File: src/rtl/uart_tx_pkg.sv
// Shared types and helpers for the parametrised UART transmitter.
package uart_tx_pkg;

  localparam int MAX_DATA_W = 9;

  typedef enum logic [2:0] {
    IDLE, START, DATA, PARITY, STOP, BREAK
  } tx_state_e;

  typedef enum logic {
    PAR_EVEN = 1'b0,
    PAR_ODD  = 1'b1
  } parity_e;

  // Even parity is the plain XOR of the payload; odd parity inverts it.
  // Narrower payloads are zero-extended, which leaves the XOR unchanged.
  function automatic logic calc_parity(input logic [MAX_DATA_W-1:0] data,
                                       input parity_e ptype);
    return (^data) ^ (ptype == PAR_ODD);
  endfunction

endpackage

File: src/rtl/uart_bit_timer.sv
// Loadable bit-period down-counter. o_tick is high while the count is 0,
// which marks the last clock of the current bit.
module uart_bit_timer #(
  parameter int PRESC_W = 8
) (
  input  logic               clk,
  input  logic               reset_n,
  input  logic               i_load,
  input  logic [PRESC_W-1:0] i_load_val,
  output logic               o_tick,
  output logic [PRESC_W-1:0] o_cnt
);

  logic [PRESC_W-1:0] r_cnt;

  // Reload at each bit start, otherwise count down and rest at zero.
  always_ff @(posedge clk or negedge reset_n) begin
    if (!reset_n)           r_cnt <= '0;
    else if (i_load)        r_cnt <= i_load_val;
    else if (r_cnt != '0)   r_cnt <= r_cnt - PRESC_W'(1);
  end

  assign o_tick = (r_cnt == '0);
  assign o_cnt  = r_cnt;

endmodule

File: src/rtl/uart_tx_frame_gen.sv
// Parametrised UART frame generator: start, DATA_W data bits LSB first,
// optional parity, one or two stop bits, internal bit timing.
// Optional macro UART_TX_BREAK_EN adds break_in and a BREAK state.
// busy_out is already low during the final clock of the last stop bit (the
// cycle done_out pulses), so a request in that cycle starts the next frame
// with no idle gap.
module uart_tx_frame_gen
  import uart_tx_pkg::*;
#(
  parameter int DATA_W  = 8,
  parameter int PRESC_W = 8
) (
  input  logic               clk,
  input  logic               reset_n,
  input  logic               data_valid_in,
  input  logic [DATA_W-1:0]  data_in,
  input  logic               par_en_in,
  input  logic               par_type_in,
  input  logic               stop2_in,
  input  logic [PRESC_W-1:0] prescale_in,
`ifdef UART_TX_BREAK_EN
  input  logic               break_in,
`endif
  output logic               busy_out,
  output logic               done_out,
  output logic               tx_out
);

  tx_state_e          r_state;
  logic [DATA_W-1:0]  r_shift;
  logic [3:0]         r_bit_cnt;
  logic               r_stop_cnt;
  logic               r_par_en;
  logic               r_par_bit;
  logic               r_stop2;
  logic [PRESC_W-1:0] r_pm1;
  logic               r_busy;
  logic               r_done;
  logic               r_tx;

  logic               w_brk;
  logic               w_accept;
  logic               w_tick;
  logic [PRESC_W-1:0] w_cnt;
  logic [PRESC_W-1:0] w_pm1_in;
  logic               w_active;
  logic               w_last_bit;
  logic               w_final;
  logic               w_final_next;
  logic               w_load;

`ifdef UART_TX_BREAK_EN
  assign w_brk = break_in;
`else
  assign w_brk = 1'b0;
`endif

  // A prescale of 0 behaves as 1, so the reload value never underflows.
  assign w_pm1_in   = (prescale_in == '0) ? '0 : prescale_in - PRESC_W'(1);
  assign w_accept   = data_valid_in && !r_busy && !w_brk;
  assign w_active   = (r_state == START) || (r_state == DATA) ||
                      (r_state == PARITY) || (r_state == STOP);
  assign w_last_bit = (r_bit_cnt == 4'(DATA_W - 1));
  assign w_final    = (r_state == STOP) && (r_stop_cnt == r_stop2) && w_tick;

  // The next cycle is the last clock of the frame: either the last stop bit
  // counts down to zero, or it is entered with a one-clock bit period.
  assign w_final_next =
      ((r_state == STOP) && (r_stop_cnt == r_stop2) && (w_cnt == PRESC_W'(1))) ||
      ((r_pm1 == '0) && w_tick &&
       (((r_state == DATA) && w_last_bit && !r_par_en && !r_stop2) ||
        ((r_state == PARITY) && !r_stop2) ||
        ((r_state == STOP) && !r_stop_cnt && r_stop2)));

  assign w_load = w_accept || (w_active && w_tick && !w_final);

  uart_bit_timer #(.PRESC_W(PRESC_W)) u_timer (
    .clk        (clk),
    .reset_n    (reset_n),
    .i_load     (w_load),
    .i_load_val (w_accept ? w_pm1_in : r_pm1),
    .o_tick     (w_tick),
    .o_cnt      (w_cnt)
  );

  // Frame FSM with serializer, bit/stop counters and registered outputs.
  always_ff @(posedge clk or negedge reset_n) begin
    if (!reset_n) begin
      r_state    <= IDLE;
      r_shift    <= '0;
      r_bit_cnt  <= '0;
      r_stop_cnt <= 1'b0;
      r_par_en   <= 1'b0;
      r_par_bit  <= 1'b0;
      r_stop2    <= 1'b0;
      r_pm1      <= '0;
      r_busy     <= 1'b0;
      r_done     <= 1'b0;
      r_tx       <= 1'b1;
    end else begin
      r_done <= w_final_next;
      if (w_final_next) r_busy <= 1'b0;
      if (w_accept) begin
        r_state    <= START;
        r_shift    <= data_in;
        r_par_en   <= par_en_in;
        r_par_bit  <= calc_parity(MAX_DATA_W'(data_in), parity_e'(par_type_in));
        r_stop2    <= stop2_in;
        r_pm1      <= w_pm1_in;
        r_bit_cnt  <= '0;
        r_stop_cnt <= 1'b0;
        r_busy     <= 1'b1;
        r_tx       <= 1'b0;
      end else begin
        case (r_state)
          IDLE: if (w_brk) begin
            r_state <= BREAK;
            r_busy  <= 1'b1;
            r_tx    <= 1'b0;
          end
          BREAK: if (!w_brk) begin
            r_state <= IDLE;
            r_busy  <= 1'b0;
            r_tx    <= 1'b1;
          end
          START: if (w_tick) begin
            r_state   <= DATA;
            r_tx      <= r_shift[0];
            r_shift   <= r_shift >> 1;
            r_bit_cnt <= '0;
          end
          DATA: if (w_tick) begin
            if (w_last_bit) begin
              r_bit_cnt <= '0;
              if (r_par_en) begin
                r_state <= PARITY;
                r_tx    <= r_par_bit;
              end else begin
                r_state    <= STOP;
                r_stop_cnt <= 1'b0;
                r_tx       <= 1'b1;
              end
            end else begin
              r_tx      <= r_shift[0];
              r_shift   <= r_shift >> 1;
              r_bit_cnt <= r_bit_cnt + 4'd1;
            end
          end
          PARITY: if (w_tick) begin
            r_state    <= STOP;
            r_stop_cnt <= 1'b0;
            r_tx       <= 1'b1;
          end
          STOP: if (w_tick) begin
            if (w_final) begin
              r_stop_cnt <= 1'b0;
              if (w_brk) begin
                r_state <= BREAK;
                r_busy  <= 1'b1;
                r_tx    <= 1'b0;
              end else begin
                r_state <= IDLE;
              end
            end else begin
              r_stop_cnt <= 1'b1;
            end
          end
          default: r_state <= IDLE;
        endcase
      end
    end
  end

  assign busy_out = r_busy;
  assign done_out = r_done;
  assign tx_out   = r_tx;

endmodule

File: config.mk
export PLATFORM = sky130hd
export DESIGN_NAME = uart_tx_frame_gen
export DESIGN_NICKNAME = d
export VERILOG_FILES = /design/src/rtl/uart_tx_pkg.sv /design/src/rtl/uart_bit_timer.sv /design/src/rtl/uart_tx_frame_gen.sv
export SDC_FILE = /design/constraint.sdc
export NUM_CORES = 1
export LEC_CHECK = 0
export ABC_AREA = 0
export CORE_ASPECT_RATIO = 1.1
export CORE_MARGIN = 5
export CORE_UTILIZATION = 30
export CTS_CLUSTER_SIZE = 16
export DETAILED_ROUTE_END_ITERATION = 12
export MAX_ROUTING_LAYER = met4
export PLACE_DENSITY = 0.55
export SYNTH_ARGS = -nofsm -noshare
export SYNTH_HDL_FRONTEND = slang
export SYNTH_HIERARCHICAL = 1
export SYNTH_SLANG_ARGS = --single-unit
File: constraint.sdc
create_clock -name clk -period 3.3 [get_ports clk]
set_clock_uncertainty 0.05 [all_clocks]
set_input_delay 0.33 -clock clk [delete_from_list [all_inputs] [get_ports clk]]
set_output_delay 0.33 -clock clk [all_outputs]
set_load 0.01 [all_outputs]
==> summary.md <==
| Metric | Value |
|---|---|
| Status | finished, final reports clean |
| CP Buf/Inv Count | 3 |
| Maximum clock frequency | 376 MHz |
| Std cell rows | 33 |
| Distinct cell type count after synthesis | 60 |
| Die X | 93.6 um |
| Slew @ Worst Pin | 0.842 ns |
| Area Overhead vs Synth | 19.7% |
| Routed via count | 1,862 |
| Number of global-route vias before repair | 1,862 |
| CTS sink count | 38 |
| Slew margin rel. | 43.9% |
| Fraction of layout cells with a size suffix above 1 | 9.89% |
| Seq/Total Area, Yosys | 41.3% |
| Data required, critical path | 3.44 ns |
| Final slew viol count | 0 |
| Min cycle time layout | 2.66 ns |
| Main synth FF type | dfrtp_1 |
| Synth Cell Area | 2310 um^2 |
| Final Hold Fails | 0 |
| Worst min-delay path class | input pin to async pin |
| Routed length per instance | 13.2 um |
| CTS root buf | clkbuf_8 |
| Max_cap viols | 0 |
| Hold_buf cts | 0 |
| Startpoint Class | flip-flop |
| TritonCTS buffer count | 5 |
| Total negative slack | 0 ns |
| Ant diodes | 0 |
| PwrDens | 736 nW/um^2 |
| Critical Path Fanout Max | 13 |
| Drt total wl | 5010 um |
| Cell taking the most area after synthesis | dfrtp_1 |
| CTS tree | done |
| Synthesized flop and latch total | 38 |
| Port buffer count | 24 |
| Most frequent CP cell | inv_1 |
| Gate count of the mapped netlist | 248 |
| Largest cells by area after synthesis | dfrtp_1 40%, nand2_1 6.7%, o21ai_0 5.0%, xnor2_1 4.2%, mux2_2 2.9% |
| Htree depth | 2 |
| Total GRT Usage | 11.6% |
| Worst-path cell chain | inv_1 > ha_1 > or3b_1 > nor2_1 > buf_4 > o21ai_0 > nand2_1 > inv_1 > a221oi_1 |
| Critical Path End Type | flip-flop |
| Post-CTS setup buffer count | 0 |
| Clock Path Buffers | 2 |
| CP Data Arrival Time | 2.80 ns |
| # resized after CTS | 0 |
| Syn avg cell area | 9.30 um^2 |
| Worst Setup Path Type | flip-flop to flip-flop |
| Antenna violations before repair | 0 |
| Nets | 298 |
| Largest net degree at the start of global routing | 39 |
| DIE AREA | 9540 um^2 |
| FF-to-FF setup slack | 0.64 ns |
| Fraction of registers with async set/reset | 100% |
| Top post-synthesis cells by count | 41 x nand2_1, 37 x dfrtp_1, 23 x o21ai_0, 12 x inv_1 |
| Worst hold slack | 0.0935 ns |
| Latest clock arrival within the worst-skew pair | 0.29 ns |
| Leakage | 1.08 nW |
| CORE AREA | 7470 um^2 |
| VDD IR-drop max | 389 uV |
| Global-route wire length before repair | 8660 um |
| Yosys warns | 6 |
| Gpl congestion | 0.840 |
| Die Y-Extent | 102 um |
| Share of Yosys cell area claimed by the top area cell type | 40.2% |
| Number of enable flip-flop cells after synthesis | 0 |
| Dpl hpwl | 3840 um |
| Setup violators final | 0 |
| DR vias/cell | 4.93 |
| DRT iter0 DRCs | 67 |
| Fill cells | 766 |
| Fin util | 36.9% |
| DRC Markers | 0 |
| RSZ-0062 raised after global routing | false |
| Final worst path period share | 80.7% |
| ANT nets after route | 0 |
| Family with the most delay on the worst path | simple AND/OR/NAND/NOR gates |
| First-pass DRT Iterations | 4 |
| Synthesized net count | 274 |
| Clock-pin slew on the worst setup and hold paths | 0.08 ns |
| I/O Pins | 25 |
| Pwr Total | 2.03 mW |
| Most frequent cell after synthesis | nand2_1 |
| Starting Density | 30.9% |
| Grt total ovfl | 0 |
| Worst path slowest cell | or3b_1 |
| Delay of the slowest critical-path stage | 0.48 ns |
## final cells by class
type                    count  area (um^2)  area share, %
multi-input cells         187         1220           44.3
flip-flops and latches     38          952           34.5
repair buffers             28          265           9.61
well taps                 105          131           4.76
clock buffers               6         82.6           2.99
clock inverters             2         60.1           2.18
inverters                  12         45.0           1.63
## per-stage QoR
stage	std cells	worst slack (ns)	area, um^2
floorplan	248	0.735	2310
global placement	370	0.785	2620
detailed placement	370	0.696	2620
CTS	378	0.666	2760
global route	378	0.423	2760
finish	378	0.638	2760
## worst register-to-register path, cell delays in order (launching register included)
cell and delay (ns):
dfrtp_1 0.42, inv_1 0.09, ha_1 0.21, or3b_1 0.48, nor2_1 0.22, buf_4 0.21
o21ai_0 0.10, nand2_1 0.31, inv_1 0.18, a221oi_1 0.29
## power breakdown
group	switching (mW)	leakage (nW)	internal [mW]	total [mW]
combinational	0.346	0.543	0.331	0.677
clock	0.171	0.0714	0.323	0.493
sequential	0.202	0.470	0.659	0.861
total	0.718	1.08	1.31	2.03
## placed cells by master, fill, tap and decap left out, drive strengths merged, types with 7 or more instances in the layout
master         count
a21oi              7
o21ai             26
nor3               9
xnor2             11
dfrtp             37
nand2             41
inv               12
clkdlybuf4s50     23
nor2              11
## kinds of logic (layout without fill, tap and decap cells)
group | Yosys count | in the layout | synth area share (%)
AOI/OAI and AO/OA | 58 | 58 | 16.9
xor gates and xnor gates | 15 | 15 | 6.29
adders and majority gates | 4 | 4 | 2.17
buffers and inverters | 23 | 48 | 5.64
DFF | 38 | 38 | 41.3
muxes | 9 | 9 | 4.23
and+or+nand+nor | 101 | 101 | 23.4
## per-layer routing
| metal | track usage [%] | share of wire (%) | up-vias |
|---|---|---|---|
| met5 | - | 0 | - |
| met4 | 3.11 | 0.62 | 0 |
| met3 | 2.58 | 4.0 | 6 |
| met2 | 18.6 | 48 | 34 |
| met1 | 14.9 | 48 | 888 |
| li1 | - | - | 934 |
## final timing paths
kind / startpoint / to / cells past startpoint
worst max register to register: u_timer/o_cnt[0]$_DFFE_PN0P_ / u_timer/o_cnt[5]$_DFFE_PN0P_ / 9
worst min register to register: r_shift[5]$_DFFE_PN0P_ / r_shift[5]$_DFFE_PN0P_ / 1
worst max-delay path: u_timer/o_cnt[0]$_DFFE_PN0P_ / u_timer/o_cnt[5]$_DFFE_PN0P_ / 9
min in group clk: r_shift[5]$_DFFE_PN0P_ / r_shift[5]$_DFFE_PN0P_ / 1
worst min-delay path: reset_n / r_pm1[5]$_DFF_PN0_ / 1
max in group asynchronous: reset_n / u_timer/o_cnt[2]$_DFFE_PN0P_ / 1
## sequential cells by signal (all words and copies together) (netlist names)
register,cells
busy_out,1
done_out,1
r_bit_cnt,4
r_par_bit,1
r_par_en,1
r_pm1,8
r_shift,8
r_state,3
r_stop2,1
r_stop_cnt,1
tx_out,1
u_timer/o_cnt,8
Power figures use the tool's default switching activity.
